<file path="config.mk">
export PLATFORM = sky130hd
export DESIGN_NAME = calc_op_controller
export DESIGN_NICKNAME = d
export VERILOG_FILES = /design/src/rtl/calc_op_controller.sv
export SDC_FILE = /design/constraint.sdc
export NUM_CORES = 1
export LEC_CHECK = 0
export BUFFER_PORTS_ARGS = -buffer_cell sky130_fd_sc_hd__buf_4
export CORE_ASPECT_RATIO = 0.8
export CORE_UTILIZATION = 53
export CTS_BUF_LIST = sky130_fd_sc_hd__clkbuf_8
export DETAILED_ROUTE_END_ITERATION = 8
export GPL_TIMING_DRIVEN = 0
export PLACE_DENSITY_LB_ADDON = 0.3
export SYNTH_ARGS = -nofsm -noshare
export SYNTH_HDL_FRONTEND = slang
export SYNTH_SLANG_ARGS = --single-unit
export TNS_END_PERCENT = 100
</file>
<file path="constraint.sdc">
create_clock -name MAX10_CLK1_50 -period 1.9 [get_ports MAX10_CLK1_50]
set_input_delay 0.57 -clock MAX10_CLK1_50 [delete_from_list [all_inputs] [get_ports MAX10_CLK1_50]]
set_output_delay 0.57 -clock MAX10_CLK1_50 [all_outputs]
set_load 0.005 [all_outputs]
</file>
<file path="src/rtl/calc_op_controller.sv">
`default_nettype none
// ============================================================================
// Module   : calc_op_controller
// Purpose  : Clocked operation controller for the DE10-Lite calculator.
//            Debounces KEY[1:0] into single-cycle press pulses, steps the
//            operation selector, latches switch operands and launches the
//            shared arithmetic/trig datapath with a start/done handshake.
//            Also produces the HEX0-HEX2 blink enable used while selecting.
// Ports    : MAX10_CLK1_50 - system clock (rising edge)
//            resetN        - asynchronous active-low reset
//            KEY[1:0]      - raw active-low buttons (0 select/rerun, 1 commit/exit)
//            SW[9:0]       - operand switches (SW[9] unused)
//            opSel/nsOpSel - current / next operation code
//            opCommit      - high in LAUNCH, WAIT, SHOW
//            opA/opB/opAngle/opCin - latched operands
//            opStart       - one-cycle datapath launch pulse
//            opDone        - datapath completion, sampled only in WAIT
//            busy          - high in LAUNCH and WAIT
//            resultValid   - high in SHOW
//            opError       - high in SHOW after a WAIT timeout
//            blankHex      - blink enable, active only in SELECT
// Options  : define CALC_TIMEOUT_EN to bound WAIT to TIMEOUT_CYCLES cycles.
// Revision : 1.0 - initial release
// ============================================================================
module calc_op_controller #(
  parameter int DEBOUNCE_CYCLES = 4,
  parameter int BLINK_CYCLES    = 8,
  parameter int TIMEOUT_CYCLES  = 64
) (
  input  logic       MAX10_CLK1_50,
  input  logic       resetN,
  input  logic [1:0] KEY,
  input  logic [9:0] SW,
  output logic [2:0] opSel,
  output logic [2:0] nsOpSel,
  output logic       opCommit,
  output logic [3:0] opA,
  output logic [3:0] opB,
  output logic [7:0] opAngle,
  output logic       opCin,
  output logic       opStart,
  input  logic       opDone,
  output logic       busy,
  output logic       resultValid,
  output logic       opError,
  output logic       blankHex
);

  localparam int c_DB_W = (DEBOUNCE_CYCLES > 1) ? $clog2(DEBOUNCE_CYCLES) : 1;
  localparam int c_BL_W = (BLINK_CYCLES > 1) ? $clog2(BLINK_CYCLES) : 1;
  localparam logic [c_DB_W-1:0] c_DB_MAX = c_DB_W'(DEBOUNCE_CYCLES - 1);
  localparam logic [c_BL_W-1:0] c_BL_MAX = c_BL_W'(BLINK_CYCLES - 1);

  typedef enum logic [1:0] {
    ST_SELECT = 2'd0,
    ST_LAUNCH = 2'd1,
    ST_WAIT   = 2'd2,
    ST_SHOW   = 2'd3
  } calcState_t;

  logic [1:0]  w_press;
  calcState_t  r_state;
  logic        w_unusedSw9;

  assign w_unusedSw9 = SW[9];

  // --------------------------------------------------------------------------
  // Key conditioning: 2-flop synchronizer, stability counter, press pulse.
  // The counter tracks consecutive samples that disagree with the debounced
  // level; any agreeing sample restarts it.
  // --------------------------------------------------------------------------
  for (genvar i = 0; i < 2; i++) begin : g_key
    logic              r_sync1;
    logic              r_sync2;
    logic              r_deb;
    logic              r_press;
    logic [c_DB_W-1:0] r_cnt;

    always_ff @(posedge MAX10_CLK1_50 or negedge resetN) begin
      if (!resetN) begin
        r_sync1 <= 1'b1;
        r_sync2 <= 1'b1;
        r_deb   <= 1'b1;
        r_press <= 1'b0;
        r_cnt   <= '0;
      end else begin
        r_sync1 <= KEY[i];
        r_sync2 <= r_sync1;
        r_press <= 1'b0;
        if (r_sync2 != r_deb) begin
          if (r_cnt == c_DB_MAX) begin
            r_deb   <= r_sync2;
            r_cnt   <= '0;
            // Only the released-to-pressed transition produces a pulse.
            r_press <= ~r_sync2;
          end else begin
            r_cnt <= r_cnt + 1'b1;
          end
        end else begin
          r_cnt <= '0;
        end
      end
    end

    assign w_press[i] = r_press;
  end

  // --------------------------------------------------------------------------
  // Free-running blink generator, independent of the FSM.
  // --------------------------------------------------------------------------
  logic [c_BL_W-1:0] r_blinkCnt;
  logic              r_blink;

  always_ff @(posedge MAX10_CLK1_50 or negedge resetN) begin
    if (!resetN) begin
      r_blinkCnt <= '0;
      r_blink    <= 1'b0;
    end else if (r_blinkCnt == c_BL_MAX) begin
      r_blinkCnt <= '0;
      r_blink    <= ~r_blink;
    end else begin
      r_blinkCnt <= r_blinkCnt + 1'b1;
    end
  end

  // --------------------------------------------------------------------------
  // Operation FSM. Operands are captured on the same edge that enters LAUNCH,
  // so they are valid alongside opStart. Press1 has priority over press0.
  // --------------------------------------------------------------------------
  logic w_latch;
  assign w_latch = ((r_state == ST_SELECT) && w_press[1]) ||
                   ((r_state == ST_SHOW) && w_press[0] && !w_press[1]);

`ifdef CALC_TIMEOUT_EN
  localparam int c_TO_W = (TIMEOUT_CYCLES > 1) ? $clog2(TIMEOUT_CYCLES) : 1;
  localparam logic [c_TO_W-1:0] c_TO_MAX = c_TO_W'(TIMEOUT_CYCLES - 1);
  logic [c_TO_W-1:0] r_waitCnt;
`else
  localparam int c_unusedTimeout = TIMEOUT_CYCLES;
`endif

  always_ff @(posedge MAX10_CLK1_50 or negedge resetN) begin
    if (!resetN) begin
      r_state     <= ST_SELECT;
      opSel       <= 3'd0;
      opA         <= 4'd0;
      opB         <= 4'd0;
      opAngle     <= 8'd0;
      opCin       <= 1'b0;
      opStart     <= 1'b0;
      opCommit    <= 1'b0;
      busy        <= 1'b0;
      resultValid <= 1'b0;
      opError     <= 1'b0;
`ifdef CALC_TIMEOUT_EN
      r_waitCnt   <= '0;
`endif
    end else begin
      opStart <= 1'b0;
      case (r_state)
        ST_SELECT: begin
          if (w_press[1]) begin
            r_state  <= ST_LAUNCH;
            opStart  <= 1'b1;
            opCommit <= 1'b1;
            busy     <= 1'b1;
          end else if (w_press[0]) begin
            opSel <= nsOpSel;
          end
        end
        ST_LAUNCH: begin
          r_state <= ST_WAIT;
`ifdef CALC_TIMEOUT_EN
          r_waitCnt <= '0;
`endif
        end
        ST_WAIT: begin
          if (opDone) begin
            r_state     <= ST_SHOW;
            busy        <= 1'b0;
            resultValid <= 1'b1;
            opError     <= 1'b0;
`ifdef CALC_TIMEOUT_EN
          end else if (r_waitCnt == c_TO_MAX) begin
            r_state     <= ST_SHOW;
            busy        <= 1'b0;
            resultValid <= 1'b1;
            opError     <= 1'b1;
          end else begin
            r_waitCnt <= r_waitCnt + 1'b1;
`endif
          end
        end
        ST_SHOW: begin
          if (w_press[1]) begin
            r_state     <= ST_SELECT;
            opCommit    <= 1'b0;
            resultValid <= 1'b0;
            opError     <= 1'b0;
          end else if (w_press[0]) begin
            r_state     <= ST_LAUNCH;
            opStart     <= 1'b1;
            busy        <= 1'b1;
            resultValid <= 1'b0;
            opError     <= 1'b0;
          end
        end
        default: r_state <= ST_SELECT;
      endcase

      if (w_latch) begin
        opA     <= SW[3:0];
        opB     <= SW[7:4];
        opAngle <= SW[7:0];
        // Carry-in is only meaningful for the adder.
        opCin   <= (opSel == 3'd0) ? SW[8] : 1'b0;
      end
    end
  end

  assign nsOpSel  = opSel + 3'd1;
  assign blankHex = r_blink & (r_state == ST_SELECT);

endmodule
`default_nettype wire

</file>
==> out/summary.txt <==
PwrDens = 1280 mW/mm²
Layout Cells excl Fill = 208
DIE WIDTH = 62.8 µm
slowest stage delay, CP = 380 ps
DRC viols = 0
CP Launch Type = flop
Slew Limit Fails = 0
crit-path cells = inv_1 > ha_2 > and2_1 > buf_4
First-pass DRT Iterations = 2
Worst path slowest cell = dfrtp_1
RSZ-0062 raised after global routing = no
routed len/inst = 12.6 µm
Vias = 1,025
TNS Setup = 0 ps
LEAKAGE = 1.05 nW
most frequent cells in the layout = 53 x buf_4, 28 x dfrtp_1, 10 x ha_1
vias in the first global route = 1,052
worst path required time = 1330 ps
Peak Freq = 0.550 GHz
largest area contributor in the netlist = dfrtp_1
post-synthesis adder-cell area fraction = 8.79%
first-pass GRT wire length = 4430 µm
Die Span Y = 50.6 µm
Clock Tree Buf Depth = 2
critical path endpoint category = output port
Worst Skew = 7.41 ps
Fillers = 201
Routability Congestion = 0.829
layout cells sized above 1 = 50.0%
DP HPWL = 1910 µm
pin count of the biggest net entering global routing = 35
FFs w/ async S/R, synth = 100%
Worst Path Max Fanout = 5
mux cell area share after synthesis = 12.2%
diodes inserted = 0
max_cap viols = 0
initial cell density of the core = 56.2%
largest family of logic cells by synthesized area = multiplexers
Core Util, Final = 73.3%
clock buffer count from CTS = 5
top cells by area, synth = dfrtp_1 45%, dfstp_2 10%, ha_1 8.8%
IO Pins = 44
initial DRC count = 9
Primary FF master, synth = dfrtp_1
Synth cell types = 31
clock sinks = 34
Seq/Total Area, Yosys = 54.8%
Period Utilization, post-route = 95.6%
final setup vio count = 0
H-tree depth = 2
worst path buffer plus inverter count = 2
core area = 0.00279 mm²
P&R area growth vs syn = 30.4%
min Tclk post-route = 1820 ps
gr ovfl total = 0
worst vdd ir = 746 µV
Post-Synth Simple-Gate Area = 9.03%
synth warn = 0
Compound-Gate Fraction of Synth Area = 5.35%
status = finished, final reports clean
CTS tree = built
Post-Synth XOR/XNOR Area = 3.35%
CP top delay family = flip-flops
antenna viol nets, final = 0
root cell of the clock tree = clkbuf_8
kind of critical path = flop to output port
Mapped Avg Cell Area = 13.3 µm²
vias per inst = 4.93
GRT Total Usage = 19.2%
worst min-delay path class = input port to asynchronous set/reset pin
Die Area = 0.00318 mm²
Synth Register Bits = 34
Critical Path AT = 1250 ps
area share of the largest cell type after synthesis = 44.7%
initial antenna violation count = 0
FP Rows = 17
placed cells = 197
Port Buffers = 41
most common cell after layout, fill and taps aside = buf_4
clock slew at reported path FFs = 70 ps
Post-synth EDFFs = 0
Routed WL = 2610 µm
clock latency on the worst-skew pair = 290 ps
fin nets = 195
cell count after synthesis = 118
Syn Std Cell Area = 0.00157 mm²
final hold vios = 0
Syn Nets = 144
cell families after synthesis:
family                   Yosys count
AO/OA/AOI/OAI                     12
XOR/XNOR                           6
adder cells (fa/ha/maj)           11
buffers and inverters             15
flip-flops                        34
multiplexers                      14
other                              1
AND/OR/NAND/NOR                   25
cells in the mapped netlist, types with 2 or more instances:
| master | n |
|---|---|
| dfrtp_1 | 28 |
| ha_1 | 11 |
| buf_4 | 9 |
| mux2_4 | 9 |
| dfstp_2 | 6 |
| nor2_1 | 6 |
| inv_1 | 5 |
| mux2_2 | 5 |
| o21ai_0 | 4 |
| xnor2_1 | 4 |
| nand2_1 | 3 |
| nor2b_1 | 3 |
| nor3_1 | 3 |
| and3b_1 | 2 |
| nand2b_1 | 2 |
| nor2b_2 | 2 |
| xor2_1 | 2 |
final timing paths:
path,from,to,slack (ps),cells past startpoint
max in group asynchronous,resetN,g_key[0].r_deb$_DFFE_PN1P_,1360,1
hold / removal,resetN,g_key[0].r_press$_DFF_PN0_,210,1
setup reg to reg,r_state[1]$_DFFE_PN0P_,r_state[1]$_DFFE_PN0P_,250,5
setup / recovery,r_state[0]$_DFFE_PN0P_,blankHex,80,4
hold reg to reg,g_key[0].r_sync1$_DFF_PN1_,g_key[0].r_sync2$_DFF_PN1_,360,0
min in group MAX10_CLK1_50,g_key[0].r_sync1$_DFF_PN1_,g_key[0].r_sync2$_DFF_PN1_,360,0
power by group:
| part | internal, mW | switching [mW] |
|---|---|---|
| clock network | 0.291 | 0.251 |
| registers | 0.923 | 0.121 |
| logic | 0.633 | 0.405 |
state kept, by name, indices dropped and copies added, names as in the netlist:
signal / count
opCin: 1
g_key.r_deb: 2
g_key.r_cnt: 4
opA: 3
busy: 1
r_blink: 1
g_key.r_press: 2
g_key.r_sync2: 2
r_state: 2
g_key.r_sync1: 2
opCommit: 1
opSel: 3
opB: 4
r_blinkCnt: 3
opStart: 1
opAngle: 1
resultValid: 1
layer usage:
metal / track usage, % / vias up / share of wire, %
met1: 20.6 / 493 / 43
met4: 12.0 / 0 / 2.4
li1: - / 495 / -
met5: 0 / - / 0
met3: 6.82 / 8 / 5.9
met2: 32.6 / 29 / 48
stage by stage:
stage / instance area, µm² / power, mW / setup WS (ps) / hold slack (ps)
after floorplan: 1570 / 1.64 / 374 / 274
after global placement: 1920 / 1.99 / 252 / 347
after detailed placement: 1920 / 2.05 / 220 / 349
after CTS: 2030 / 2.64 / 42.6 / 220
after global routing: 2040 / 2.80 / 3.70 / 239
final: 2040 / 2.62 / 82.9 / 214
cell type report:
| cell class | count | area (µm²) | area share [%] |
|---|---|---|---|
| buffer | 10 | 78.8 | 3.86 |
| clock buffer | 6 | 82.6 | 4.04 |
| clock inverter | 2 | 12.5 | 0.613 |
| inverter | 5 | 18.8 | 0.919 |
| multi-input combinational | 69 | 613 | 30.0 |
| sequential | 34 | 858 | 42.0 |
| tap | 38 | 47.5 | 2.33 |
| timing repair buffer | 44 | 330 | 16.2 |
timing repair:
action,CTS,global route
hold buffers,0,0
endpoints found under the setup margin,1,2
hold endpoints to repair,0,0
gates resized for setup,0,1
pin swaps,0,0
buffers inserted,2,1
Power figures use the tool's default switching activity.
